==> src/rtl/fifo_port_arbiter_if.sv <==
// Request, grant, strobe and status bundle between the requesters, the issue
// arbiter and the shared FIFO pointer block.
interface fifo_port_arbiter_if #(
    parameter int ADDR_W = 5,
    parameter int NW     = 4,
    parameter int NR     = 4
);
    logic [NW-1:0]   wr_req;
    logic [NR-1:0]   rd_req;
    logic            emp;
    logic            full;
    logic            wr;
    logic            rd;
    logic [NW-1:0]   wr_gnt;
    logic [NR-1:0]   rd_gnt;
    logic [ADDR_W:0] level;
    logic            err;

    modport master (
        input  wr_req, rd_req, emp, full,
        output wr, rd, wr_gnt, rd_gnt, level, err
    );

    modport slave (
        output wr_req, rd_req, emp, full,
        input  wr, rd, wr_gnt, rd_gnt, level, err
    );
endinterface

==> src/rtl/fifo_port_arbiter.sv <==
// Issue controller for the shared FIFO: one write or read per cycle, round-robin
// within each class, class alternation under contention, occupancy cross-check.
module fifo_port_arbiter #(
    parameter int ADDR_W = 5,
    parameter int NW     = 4,
    parameter int NR     = 4
) (
    input logic clk,
    input logic rst_n,
    fifo_port_arbiter_if.master bus
);

    localparam int WPW = (NW > 1) ? $clog2(NW) : 1;
    localparam int RPW = (NR > 1) ? $clog2(NR) : 1;
    localparam logic [ADDR_W:0] DEPTH = {1'b1, {ADDR_W{1'b0}}};
    localparam logic [ADDR_W:0] ONE   = (ADDR_W+1)'(1);

    typedef enum logic [1:0] {IDLE, WR_ISSUE, RD_ISSUE} state_t;
    typedef enum logic {CLS_WR, CLS_RD} cls_t;

    state_t          state, nxt_state;
    cls_t            last_cls;
    logic [WPW-1:0]  wptr, wptr_nxt, widx;
    logic [RPW-1:0]  rptr, rptr_nxt, ridx;
    logic [NW-1:0]   wr_onehot, wr_gnt_q;
    logic [NR-1:0]   rd_onehot, rd_gnt_q;
    logic            wr_found, rd_found;
    logic            wr_elig, rd_elig;
    logic [ADDR_W:0] level_q, committed;
    logic            mismatch, err_q;

    // NOTE: every variable written in always_comb gets a default first, so no latch is inferred.
    always_comb begin
        wr_found  = 1'b0;
        wr_onehot = '0;
        wptr_nxt  = wptr;
        widx      = '0;
        for (int k = 0; k < NW; k++) begin
            widx = WPW'((int'(wptr) + k) % NW);
            if (!wr_found && bus.wr_req[widx]) begin
                wr_found        = 1'b1;
                wr_onehot[widx] = 1'b1;
                wptr_nxt        = WPW'((int'(wptr) + k + 1) % NW);
            end
        end
    end

    always_comb begin
        rd_found  = 1'b0;
        rd_onehot = '0;
        rptr_nxt  = rptr;
        ridx      = '0;
        for (int k = 0; k < NR; k++) begin
            ridx = RPW'((int'(rptr) + k) % NR);
            if (!rd_found && bus.rd_req[ridx]) begin
                rd_found        = 1'b1;
                rd_onehot[ridx] = 1'b1;
                rptr_nxt        = RPW'((int'(rptr) + k + 1) % NR);
            end
        end
    end

    // Under contention the class not issued last goes next; last_cls holds through IDLE.
    always_comb begin
        wr_elig   = wr_found && (level_q < DEPTH);
        rd_elig   = rd_found && (level_q != '0);
        nxt_state = IDLE;
        if (wr_elig && (!rd_elig || last_cls == CLS_RD))
            nxt_state = WR_ISSUE;
        else if (rd_elig)
            nxt_state = RD_ISSUE;
    end

    // The FIFO applies the op on the strobe one edge later, so its flags trail level_q.
    assign committed = level_q - (ADDR_W+1)'(bus.wr) + (ADDR_W+1)'(bus.rd);
    assign mismatch  = (bus.emp != (committed == '0)) || (bus.full != (committed == DEPTH));

    // NOTE: sequential state is assigned with non-blocking <= only.
    always_ff @(posedge clk or negedge rst_n) begin
        if (!rst_n) begin
            state    <= IDLE;
            last_cls <= CLS_RD;
            wptr     <= '0;
            rptr     <= '0;
            wr_gnt_q <= '0;
            rd_gnt_q <= '0;
            level_q  <= '0;
            err_q    <= 1'b0;
        end else begin
            state    <= nxt_state;
            wr_gnt_q <= '0;
            rd_gnt_q <= '0;
            case (nxt_state)
                WR_ISSUE: begin
                    wr_gnt_q <= wr_onehot;
                    wptr     <= wptr_nxt;
                    last_cls <= CLS_WR;
                    level_q  <= level_q + ONE;
                end
                RD_ISSUE: begin
                    rd_gnt_q <= rd_onehot;
                    rptr     <= rptr_nxt;
                    last_cls <= CLS_RD;
                    level_q  <= level_q - ONE;
                end
                default: ;
            endcase
            if (mismatch)
                err_q <= 1'b1;
        end
    end

    assign bus.wr     = (state == WR_ISSUE);
    assign bus.rd     = (state == RD_ISSUE);
    assign bus.wr_gnt = wr_gnt_q;
    assign bus.rd_gnt = rd_gnt_q;
    assign bus.level  = level_q;
    assign bus.err    = err_q;

endmodule

==> src/flat_wrapper.sv <==
// flat-port wrapper written by rule: the top's interface ports become plain ports
module fifo_port_arbiter_flat 
#(
    parameter int ADDR_W = 5,
    parameter int NW     = 4,
    parameter int NR     = 4
)
  (clk, rst_n, bus_wr_req, bus_rd_req, bus_emp, bus_full, bus_wr, bus_rd, bus_wr_gnt, bus_rd_gnt, bus_level, bus_err);
  fifo_port_arbiter_if #(.ADDR_W(ADDR_W), .NW(NW), .NR(NR)) bus_i ();
  input logic clk;
  input logic rst_n;
  input wire logic [$bits(bus_i.wr_req)-1:0] bus_wr_req;
  input wire logic [$bits(bus_i.rd_req)-1:0] bus_rd_req;
  input wire logic [$bits(bus_i.emp)-1:0] bus_emp;
  input wire logic [$bits(bus_i.full)-1:0] bus_full;
  output wire logic [$bits(bus_i.wr)-1:0] bus_wr;
  output wire logic [$bits(bus_i.rd)-1:0] bus_rd;
  output wire logic [$bits(bus_i.wr_gnt)-1:0] bus_wr_gnt;
  output wire logic [$bits(bus_i.rd_gnt)-1:0] bus_rd_gnt;
  output wire logic [$bits(bus_i.level)-1:0] bus_level;
  output wire logic [$bits(bus_i.err)-1:0] bus_err;
  assign bus_i.wr_req = bus_wr_req;
  assign bus_i.rd_req = bus_rd_req;
  assign bus_i.emp = bus_emp;
  assign bus_i.full = bus_full;
  assign bus_wr = bus_i.wr;
  assign bus_rd = bus_i.rd;
  assign bus_wr_gnt = bus_i.wr_gnt;
  assign bus_rd_gnt = bus_i.rd_gnt;
  assign bus_level = bus_i.level;
  assign bus_err = bus_i.err;
  fifo_port_arbiter #(.ADDR_W(ADDR_W), .NW(NW), .NR(NR)) u_core (.clk(clk), .rst_n(rst_n), .bus(bus_i));
endmodule
==> config.mk <==
export PLATFORM = sky130hd
export DESIGN_NAME = fifo_port_arbiter_flat
export DESIGN_NICKNAME = d
export VERILOG_FILES = /design/src/rtl/fifo_port_arbiter_if.sv /design/src/rtl/fifo_port_arbiter.sv /design/src/flat_wrapper.sv
export SDC_FILE = /design/constraint.sdc
export NUM_CORES = 1
export LEC_CHECK = 0
export CAP_MARGIN = 20
export CELL_PAD_IN_SITES_DETAIL_PLACEMENT = 1
export CELL_PAD_IN_SITES_GLOBAL_PLACEMENT = 2
export CORE_MARGIN = 1.5
export CORE_UTILIZATION = 31
export CTS_BUF_LIST = sky130_fd_sc_hd__clkbuf_16
export DETAILED_ROUTE_END_ITERATION = 8
export HOLD_SLACK_MARGIN = 0.12
export PLACE_DENSITY_LB_ADDON = 0.1
export SYNTH_ARGS = -nofsm -noshare
export SYNTH_HDL_FRONTEND = slang
export SYNTH_SLANG_ARGS = --single-unit
==> constraint.sdc <==
create_clock -name clk -period 2.45 [get_ports clk]
set_input_delay 0.245 -clock clk [delete_from_list [all_inputs] [get_ports clk]]
set_output_delay 0.245 -clock clk [all_outputs]
set_load 0.02 [all_outputs]
==> metrics.csv <==
stage,metric,value,unit
sta,period_share,1.06,
synthesis,synth_top_family_by_area,compound AO/OA/AOI/OAI gates,
floorplan,io_pins,29,
detailed_routing,drt_iter0_markers,31,
cells_and_area,drive_above_1_share,0.264,
synthesis,syn-cell-area,1980,µm²
synthesis,ys_types,43,
floorplan,core-area,6060,µm²
worst_setup_path,critical_path.max_fanout,2,
worst_setup_path,path_common_cell,inv_2,
detailed_routing,vias_per_cell,5.17,
clocking,insertion_delay,0.26,ns
cells_and_area,antenna_cells,0,
global_route,antenna_found_initial,0,
cells_and_area,synthToLayoutAreaGrowth,39.9,%
synthesis,synthCells,207,
sta,rsz0062_at_grt,true,
synthesis,synth.net_count,249,
floorplan,die_area,6890,µm²
clocking,clock_sinks,22,
clocking,cts_max_level,1,
synthesis,ys_ff_latch,22,
global_route,grt_max_degree,23,
cells_and_area,final_common_cell,buf_4,
worst_setup_path,crit_path_start_kind,flip-flop,
worst_setup_path,path_class,flip-flop to flip-flop,
placed_design,dp_hpwl,4290,µm
worst_setup_path,worst_path_max_delay_cell,or4b_1,
sta,maxSlewHeadroom,0.641,
synthesis,synthArstFlopShare,1.00,
sta,hold_ws,0.345,ns
synthesis,synth_xor_area_frac,0.0397,
cells_and_area,final_cells,351,
placed_design,place_inst,344,
global_route,grt_pass1_wl,9100,µm
detailed_routing,drc_errors,0,
global_route,grtUsageTotal,0.157,
synthesis,synth-simple-area-share,0.125,
run_status,violations,negative setup slack,
sta,clock_skew,0.00567,ns
detailed_routing,drt_first_pass_iters,4,
clocking,cts_inserted_buffers,3,
placed_design,io_buffers,28,
detailed_routing,wl_per_cell,15.4,µm
sta,setup_slack,-0.157,ns
floorplan,start_util,0.327,
synthesis,synth_flop_cell,dfrtp_1,
clocking,path_clk_slew,0.06,ns
synthesis,yosysWarningCount,0,
worst_setup_path,critical_path.top_delay_family,adder cells,
floorplan,die_h,83.0,µm
placed_design,gp_congestion,0.797,
power_and_ir_drop,leakage,1.24,nW
sta,slew_viol_final,0,
sta,worstMarginPinSlew,0.535,ns
synthesis,synth_edf_count,0,
clocking,cts_buffer_depth,2,
detailed_routing,wl,5420,µm
sta,finalCriticalPeriod,2.61,ns
power_and_ir_drop,cellPowerDensity,1680,nW/µm²
global_route,grt_pass1_vias,1987,
synthesis,synthMuxAreaShare,0.105,
sta,fmax,384,MHz
detailed_routing,antenna_left,0,
synthesis,avgSynthCellArea,9.59,µm²
worst_setup_path,cp-end-kind,flip-flop,
clocking,cts_tree,done,
sta,finalSetupViolCount,1,
worst_setup_path,timing.critical_path.buf_inv,3,
global_route,grt_overflow,0,
floorplan,rows,28,
synthesis,synthAdderAreaFrac,0.197,
synthesis,synth_compound_area_frac,0.199,
floorplan,die_w,83.0,µm
hold_path,hp-class,input port to asynchronous set/reset pin,
worst_setup_path,critPathArrivalTime,2.76,ns
worst_setup_path,worstPathRequired,2.60,ns
worst_setup_path,max_stage_delay,0.54,ns
cells_and_area,layout_common_cells,"buf_4, clkdlybuf4s50_1, ha_1",
synthesis,ys_seq_area_frac,0.278,
sta,hold_viol,0,
run_status,status,"finished, violations left",
cells_and_area,nets,319,
sta,tns,-0.157,ns
detailed_routing,num_vias,1814,
flow_run,drv_cap,0,
worst_setup_path,path_cells,"inv_1, ha_1, inv_2, ha_4, inv_2, fa_2, nand2b_4, a21oi_4, o21a_1, o211ai_1, or4b_1, a31o_1",
power_and_ir_drop,ir_worst_vdd,0.669,mV
clocking,cts_root_buf,clkbuf_16,
placed_design,preCtsSetupSlack,-0.367,ns
[area by class of cell]
class,instances,area [µm²]
Sequential cell,22,556
Clock buffer,3,75.1
Fill cell,715,3280
Inverter,22,82.6
Clock inverter,1,3.75
Tap cell,75,93.8
Timing Repair Buffer,69,588
Multi-Input combinational cell,159,1380
[final timing paths]
path	start	to	slack, ns	cells past startpoint
worst max-delay path	u_core.state[0]	u_core.bus.err	-0.16	12
worst min-delay path	rst_n	u_core.bus.err	0.35	2
worst max register to register	u_core.state[0]	u_core.bus.err	-0.16	12
worst min register to register	u_core.bus.err	u_core.bus.err	0.47	1
max in group asynchronous	rst_n	u_core.last_cls	1.81	2
min in group clk	u_core.bus.err	u_core.bus.err	0.47	1
[timing repair]
| action | in CTS | in global routing |
|---|---|---|
| gates resized for setup | 2 | 11 |
| endpoints found under the setup margin | 2 | 7 |
| buffers inserted | 1 | 2 |
| hold buffers | 0 | 0 |
| pin swaps | 3 | 8 |
| gates cloned | 0 | 0 |
[metrics by stage]
stage                     total power [mW]   util  area [µm²]
after floorplan                       3.00      -        2000
after global placement                4.00  0.434        2630
after detailed placement              4.17  0.434        2630
after CTS                             4.59  0.449        2720
after global routing                  5.11  0.458        2780
final                                 4.68  0.458        2780
[Yosys cell counts, types with 4 or more instances]
| library cell | n | share of area |
|---|---|---|
| ha_1 | 28 | 0.18 |
| dfrtp_1 | 21 | 0.26 |
| inv_1 | 21 | 0.040 |
| a21oi_1 | 17 | 0.043 |
| nor2_1 | 16 | 0.030 |
| o21ai_1 | 10 | 0.025 |
| xnor2_1 | 9 | 0.040 |
| a22oi_1 | 8 | 0.030 |
| nand2_1 | 8 | 0.015 |
| nor3_1 | 8 | 0.020 |
| mux2i_1 | 6 | 0.030 |
| mux4_2 | 5 | 0.057 |
| o21ai_0 | 5 | 0.013 |
| a221oi_1 | 4 | 0.018 |
| and2_1 | 4 | 0.013 |
| o21a_1 | 4 | 0.015 |
[cells by family (layout without fill, tap and decap cells)]
logic type / after synthesis / after routing
AOI/OAI and AO/OA: 60 / 60
and+or+nand+nor: 46 / 46
adders and majority gates: 30 / 30
buffers and inverters: 26 / 95
DFF: 22 / 22
muxes: 14 / 14
xor gates and xnor gates: 9 / 9
[where the power goes]
group	switching (mW)	total [mW]	internal [mW]
Sequential	0.108	0.659	0.551
Combinational	1.91	3.67	1.76
Clock	0.133	0.350	0.218
Total	2.15	4.68	2.53
[sequential cells by signal (all words and copies together) (netlist names)]
| register | count |
|---|---|
| u_core.bus.err | 1 |
| u_core.bus.rd_gnt | 4 |
| u_core.bus.level | 6 |
| u_core.bus.wr_gnt | 4 |
| u_core.rptr | 2 |
| u_core.wptr | 2 |
| u_core.state | 2 |
| u_core.last_cls | 1 |
[metal layers]
layer / vias up / GRT usage / wire length (µm)
met5: - / 0 / 0
met4: 0 / 0.0561 / 81
met3: 8 / 0.0109 / 91
met2: 29 / 0.288 / 2740
met1: 887 / 0.193 / 2510
li1: 890 / - / -
Power figures use the tool's default switching activity.
